<file path="src/rtl/uart_link.sv">
// 8N1 UART link with a command FSM (send / receive byte) and a continuously running receiver.
// Define UART_LINK_RXFIFO_EN for a 4-entry receive FIFO; otherwise the buffer is a single holding register.
module uart_link #(
  parameter int CLKS_PER_BIT = 868
) (
  input  logic       clk,
  input  logic       rst,
  input  logic       uart_go,
  input  logic       rors,
  input  logic [7:0] tx_data,
  output logic [7:0] rx_data,
  output logic       uart_done,
  input  logic       rxd,
  output logic       txd,
  output logic       rx_overrun
);

  // state   | meaning
  // IDLE    | waiting for uart_go
  // TX_BUSY | shifting a frame out on txd
  // RX_WAIT | waiting for a byte in the receive buffer
  // DONE    | one-cycle completion pulse

  localparam logic [15:0] BIT_M1  = 16'(CLKS_PER_BIT - 1);
  localparam logic [15:0] HALF_M1 = 16'(CLKS_PER_BIT / 2 - 1);

`ifdef UART_LINK_RXFIFO_EN
  localparam int DEPTH = 4;
`else
  localparam int DEPTH = 1;
`endif
  localparam int PW    = (DEPTH > 1) ? $clog2(DEPTH) : 1;
  localparam int CW    = $clog2(DEPTH + 1);
  localparam int MEM_N = 1 << PW;

  typedef enum logic [1:0] {IDLE, TX_BUSY, RX_WAIT, DONE} state_t;
  typedef enum logic [1:0] {RX_IDLE, RX_START, RX_DATA, RX_STOP} rx_state_t;

  state_t      r_state, w_state_nxt;
  rx_state_t   r_rx_state, w_rx_state_nxt;

  logic [9:0]  r_tx_shift;
  logic [15:0] r_tx_cnt;
  logic [3:0]  r_tx_nbit;
  logic        r_txd;

  logic        r_rxd_s1, r_rxd_s2, r_rxd_prev;
  logic [15:0] r_rx_cnt;
  logic [2:0]  r_rx_bit;
  logic [7:0]  r_rx_shift;

  logic [7:0]  r_mem [MEM_N];
  logic [PW-1:0] r_wr_ptr, r_rd_ptr;
  logic [CW-1:0] r_fifo_cnt;
  logic [7:0]  r_rx_data;
  logic        r_overrun;

  logic w_tx_tick, w_go_tx, w_pop, w_full, w_wr;
  logic w_rx_fall, w_rx_tick, w_rx_push;

  function automatic logic [PW-1:0] ptr_inc(input logic [PW-1:0] p);
    return (p == PW'(DEPTH - 1)) ? '0 : p + 1'b1;
  endfunction

  assign w_tx_tick = (r_state == TX_BUSY) && (r_tx_cnt == 16'd0);
  assign w_go_tx   = (r_state == IDLE) && uart_go && rors;
  assign w_full    = (r_fifo_cnt == CW'(DEPTH));
  assign w_pop     = (r_state == RX_WAIT) && (r_fifo_cnt != '0);
  assign w_wr      = w_rx_push && (!w_full || w_pop);

  always_ff @(posedge clk or posedge rst) begin
    if (rst) r_state <= IDLE;
    else     r_state <= w_state_nxt;
  end

  always_comb begin
    w_state_nxt = r_state;
    case (r_state)
      IDLE:    if (uart_go) w_state_nxt = rors ? TX_BUSY : RX_WAIT;
      TX_BUSY: if (w_tx_tick && (r_tx_nbit == 4'd0)) w_state_nxt = DONE;
      RX_WAIT: if (w_pop) w_state_nxt = DONE;
      DONE:    w_state_nxt = IDLE;
      default: w_state_nxt = IDLE;
    endcase
  end

  // Counter starts at 0 so the start bit appears on the first edge in TX_BUSY.
  always_ff @(posedge clk or posedge rst) begin
    if (rst) begin
      r_tx_shift <= '1;
      r_tx_cnt   <= '0;
      r_tx_nbit  <= '0;
      r_txd      <= 1'b1;
    end else if (w_go_tx) begin
      r_tx_shift <= {1'b1, tx_data, 1'b0};
      r_tx_cnt   <= '0;
      r_tx_nbit  <= 4'd10;
    end else if (r_state == TX_BUSY) begin
      if (r_tx_cnt != 16'd0) begin
        r_tx_cnt <= r_tx_cnt - 16'd1;
      end else if (r_tx_nbit != 4'd0) begin
        r_txd      <= r_tx_shift[0];
        r_tx_shift <= {1'b1, r_tx_shift[9:1]};
        r_tx_cnt   <= BIT_M1;
        r_tx_nbit  <= r_tx_nbit - 4'd1;
      end
    end
  end

  assign w_rx_fall = r_rxd_prev && !r_rxd_s2;
  assign w_rx_tick = (r_rx_cnt == 16'd0);
  assign w_rx_push = (r_rx_state == RX_STOP) && w_rx_tick && r_rxd_s2;

  always_comb begin
    w_rx_state_nxt = r_rx_state;
    case (r_rx_state)
      RX_IDLE:  if (w_rx_fall) w_rx_state_nxt = RX_START;
      RX_START: if (w_rx_tick) w_rx_state_nxt = r_rxd_s2 ? RX_IDLE : RX_DATA;
      RX_DATA:  if (w_rx_tick && (r_rx_bit == 3'd7)) w_rx_state_nxt = RX_STOP;
      RX_STOP:  if (w_rx_tick) w_rx_state_nxt = RX_IDLE;
      default:  w_rx_state_nxt = RX_IDLE;
    endcase
  end

  // Synchronizers reset high so reset release never looks like a start bit.
  always_ff @(posedge clk or posedge rst) begin
    if (rst) begin
      r_rxd_s1   <= 1'b1;
      r_rxd_s2   <= 1'b1;
      r_rxd_prev <= 1'b1;
      r_rx_state <= RX_IDLE;
      r_rx_cnt   <= '0;
      r_rx_bit   <= '0;
      r_rx_shift <= '0;
    end else begin
      r_rxd_s1   <= rxd;
      r_rxd_s2   <= r_rxd_s1;
      r_rxd_prev <= r_rxd_s2;
      r_rx_state <= w_rx_state_nxt;
      case (r_rx_state)
        RX_IDLE: if (w_rx_fall) r_rx_cnt <= HALF_M1;
        RX_START: begin
          if (w_rx_tick) begin
            r_rx_cnt <= BIT_M1;
            r_rx_bit <= '0;
          end else begin
            r_rx_cnt <= r_rx_cnt - 16'd1;
          end
        end
        RX_DATA: begin
          if (w_rx_tick) begin
            r_rx_shift <= {r_rxd_s2, r_rx_shift[7:1]};
            r_rx_bit   <= r_rx_bit + 3'd1;
            r_rx_cnt   <= BIT_M1;
          end else begin
            r_rx_cnt <= r_rx_cnt - 16'd1;
          end
        end
        RX_STOP: if (!w_rx_tick) r_rx_cnt <= r_rx_cnt - 16'd1;
        default: r_rx_cnt <= '0;
      endcase
    end
  end

  always_ff @(posedge clk) begin
    if (w_wr) r_mem[r_wr_ptr] <= r_rx_shift;
  end

  // A pop reads the head before a same-edge write can replace it.
  always_ff @(posedge clk or posedge rst) begin
    if (rst) begin
      r_wr_ptr   <= '0;
      r_rd_ptr   <= '0;
      r_fifo_cnt <= '0;
      r_rx_data  <= 8'h00;
      r_overrun  <= 1'b0;
    end else begin
      if (w_wr) r_wr_ptr <= ptr_inc(r_wr_ptr);
      if (w_pop) begin
        r_rd_ptr  <= ptr_inc(r_rd_ptr);
        r_rx_data <= r_mem[r_rd_ptr];
      end
      if (w_wr && !w_pop)      r_fifo_cnt <= r_fifo_cnt + 1'b1;
      else if (!w_wr && w_pop) r_fifo_cnt <= r_fifo_cnt - 1'b1;
      if (w_rx_push && w_full && !w_pop) r_overrun <= 1'b1;
    end
  end

  assign txd        = r_txd;
  assign uart_done  = (r_state == DONE);
  assign rx_data    = r_rx_data;
  assign rx_overrun = r_overrun;

endmodule
</file>
<file path="config.mk">
export PLATFORM = sky130hd
export DESIGN_NAME = uart_link
export DESIGN_NICKNAME = d
export VERILOG_FILES = /design/src/rtl/uart_link.sv
export SDC_FILE = /design/constraint.sdc
export NUM_CORES = 1
export LEC_CHECK = 0
export ABC_CLOCK_PERIOD_IN_PS = 4250
export CAP_MARGIN = 20
export CORE_ASPECT_RATIO = 1.5
export CORE_MARGIN = 2
export CORE_UTILIZATION = 50
export CTS_CLUSTER_DIAMETER = 60
export CTS_CLUSTER_SIZE = 40
export DETAILED_ROUTE_END_ITERATION = 10
export GPL_TIMING_DRIVEN = 0
export PLACE_DENSITY = 0.77
export SETUP_SLACK_MARGIN = 0.15
export SYNTH_ARGS = -nofsm -noshare
export SYNTH_HDL_FRONTEND = slang
export SYNTH_SLANG_ARGS = --single-unit
export TNS_END_PERCENT = 20
</file>
<file path="constraint.sdc">
create_clock -name clk -period 4.25 [get_ports clk]
set_input_delay 0.85 -clock clk [delete_from_list [all_inputs] [get_ports clk]]
set_output_delay 0.85 -clock clk [all_outputs]
set_load 0.005 [all_outputs]
</file>
==> flow_summary.json <==
{
  "status": "completed",
  "grt_usage_pct": 21.8,
  "synthesis.area_um2": 4150,
  "synth_top_area_share_pct": 36.8,
  "grt.overflow.total": 0,
  "final_nets": 464,
  "post-route-period-util_pct": 73.4,
  "ys_ff_latch": 82,
  "start_util_pct": 51.5,
  "ant_nets": 0,
  "clk_path_buf_depth": 2,
  "pwr-share-clk_pct": 24.5,
  "synth_area_leader_cell": "dfrtp_1",
  "worst_slack_ns": 1.13,
  "leakage_uw": 0.00212,
  "drcViolationCount": 0,
  "cts_made_buffers": 9,
  "path_clk_slew_ns": 0.06,
  "crit_path_max_fanout": 8,
  "synth_flop_cell": "dfrtp_1",
  "vdd_drop_max_v": 0.000358,
  "drive_above_1_share_pct": 14.3,
  "dp_hpwl_um": 6190,
  "synthCells": 401,
  "p_seq_share_pct": 39.2,
  "num_rows": 40,
  "grt_pass1_vias": 3283,
  "p_sw_share_pct": 37.6,
  "die-area_um2": 9060,
  "coreArea_um2": 8060,
  "portBuffers": 23,
  "power_density_nw_per_um2": 607,
  "yosysWarningCount": 0,
  "synthArstFlopShare_pct": 90.2,
  "switchingPower_uw": 1090,
  "die_y_um": 116,
  "maxCapViolCount": 0,
  "critPathRequiredTime_ns": 4.21,
  "finalSetupTns_ns": 0,
  "fmax_mhz": 321,
  "final-instance-count-excl-fill": 545,
  "ctsHoldBuffers": 0,
  "finalSetupViolCount": 0,
  "cts_tree": "built",
  "skew_ns": 0.0129,
  "post_cts_resized": 0,
  "syn_nets": 430,
  "clkLatencyLatePin_ns": 0.34,
  "ios": 24,
  "firstDrtPassIters": 4,
  "vias_per_cell": 5.75,
  "syn_avg_cell_area_um2": 10.3,
  "cts_root_buffer": "clkbuf_16",
  "dp.cells": 529,
  "grt_pass1_wl_um": 15400,
  "ys_types": 59,
  "via_count": 3136,
  "endpoint_kind": "flip-flop",
  "p_int_uw": 1820,
  "drv_slew": 0,
  "post_drt_wl_per_cell_um": 16.0,
  "gp_congestion": 0.927,
  "yosysSeqAreaShare_pct": 50.8,
  "yosys-top-cells-area": "dfrtp_1, dfstp_2, edfxtp_1, ha_1, mux2_2",
  "synth-edff-count": 8,
  "max_slew_margin_pct": 33.2,
  "dieWidth_um": 78.4,
  "p_comb_share_pct": 36.3,
  "dp_slack_ns": 1.17,
  "grt_max_degree": 75,
  "area_delta_synth_final_pct": 15.5,
  "antenna_cells": 0,
  "crit_arrival_ns": 3.08,
  "hold_viol": 0,
  "crit_path_start_kind": "flip-flop",
  "clock-sinks": 82,
  "totalWireLength_um": 8710,
  "hold_class": "reg -> reg",
  "tightest_slew_ns": 0.995,
  "cts_max_level": 3,
  "critPathKind": "reg -> reg",
  "cts_setup_buffers": 0,
  "dr.first_iter.drc_count": 171,
  "antenna_found_initial": 0,
  "rsz0062_at_grt": "no",
  "timing.final.crit_period_ns": 3.12
}
critical path, stage by stage, from the launching register on:
cell,delay (ns)
dfrtp_1,0.44
inv_1,0.08
ha_1,0.21
or4b_1,0.59
nor2_1,0.40
nand3_1,0.20
nor4_2,0.82
state kept, by name, summed over array words and instances (netlist names), 3 cells and up, named ones only:
register and flops:
r_rx_cnt 16, r_tx_cnt 16, r_tx_shift 9, r_mem 8, r_rx_shift 8, rx_data 8
r_tx_nbit 4, r_rx_bit 3
cell type report:
cell class              count  area, µm²
plain buffers              14       66.3
clock buffers              12        246
clock inverters             4       27.5
fillers                   677       3260
inverters                  18       70.1
multi-input cells         287       1910
flip-flops and latches     82       2110
well taps                 105        131
repair buffers             23        230
cells in the final DEF (no fill, tap or decap), drive strengths merged, types with 8 or more instances in the layout:
| cell | count |
|---|---|
| a21oi | 17 |
| a31oi | 13 |
| clkbuf | 20 |
| clkdlybuf4s50 | 23 |
| dfrtp | 61 |
| dfstp | 13 |
| edfxtp | 8 |
| ha | 16 |
| inv | 19 |
| mux2 | 15 |
| mux2i | 14 |
| nand2 | 39 |
| nand3 | 11 |
| nor2 | 40 |
| nor3 | 14 |
| o21ai | 23 |
power by group through the flow:
stage               registers, µW  clock network, µW  logic (µW)
floorplan                    1110                  0         803
global placement             1140                  0        1000
detailed placement           1150                  0        1040
CTS                          1140                728        1050
global route                 1160                762        1210
finish                       1140                714        1060
kinds of logic (layout without fill, tap and decap cells):
family / Yosys count / in the layout / synth area share [%]
simple gates: 145 / 145 / 17.4
compound gates: 91 / 91 / 15.0
flops: 82 / 82 / 50.8
buf+inv: 32 / 71 / 3.23
mux: 29 / 29 / 7.45
fa+ha+maj: 16 / 16 / 4.83
xor+xnor: 6 / 6 / 1.27
stage by stage:
stage               power [µW]  hold WS (ns)  area [µm²]  utilization, %
global placement          2140         0.347        4510            56.0
floorplan                 1910         0.345        4150               -
global route              3130         0.367        4790            59.5
finish                    2910         0.359        4790            59.5
detailed placement        2190         0.347        4520            56.1
CTS                       2920         0.359        4790            59.5
path summary, 6_finish.rpt:
path / start / to / slack (ns) / depth (start not counted)
worst max-delay path: r_rx_cnt[0] / r_mem[0][0] / 1.13 / 6
worst max register to register: r_rx_cnt[0] / r_mem[0][0] / 1.13 / 6
max in group asynchronous: rst / rx_overrun / 2.60 / 2
worst min register to register: r_rxd_s1 / r_rxd_s2 / 0.36 / 0
worst min-delay path: r_rxd_s1 / r_rxd_s2 / 0.36 / 0
min in group asynchronous: rst / r_tx_cnt[11] / 1.06 / 2
per-layer routing:
metal  track usage, %  routed length [µm]  up-vias
li1                 -                   -     1527
met1             24.4                3380     1524
met2             40.1                4850       69
met3             4.83                 288       16
met4             8.54                 184        0
met5                0                   0        -
cell usage after synthesis, types with 4 or more instances:
library cell,count
dfrtp_1,61
nand2_1,39
nor2_1,39
o21ai_0,23
inv_1,18
a21oi_1,16
ha_1,16
mux2_2,15
mux2i_1,14
nor3_1,14
dfstp_2,13
a31oi_1,12
nand3_1,11
clkbuf_1,8
edfxtp_1,8
nand2b_1,7
or3_1,7
a311oi_1,5
buf_2,5
or4_1,5
and3_1,4
nor4_1,4
o211ai_1,4
xnor2_1,4
Power figures use the tool's default switching activity.
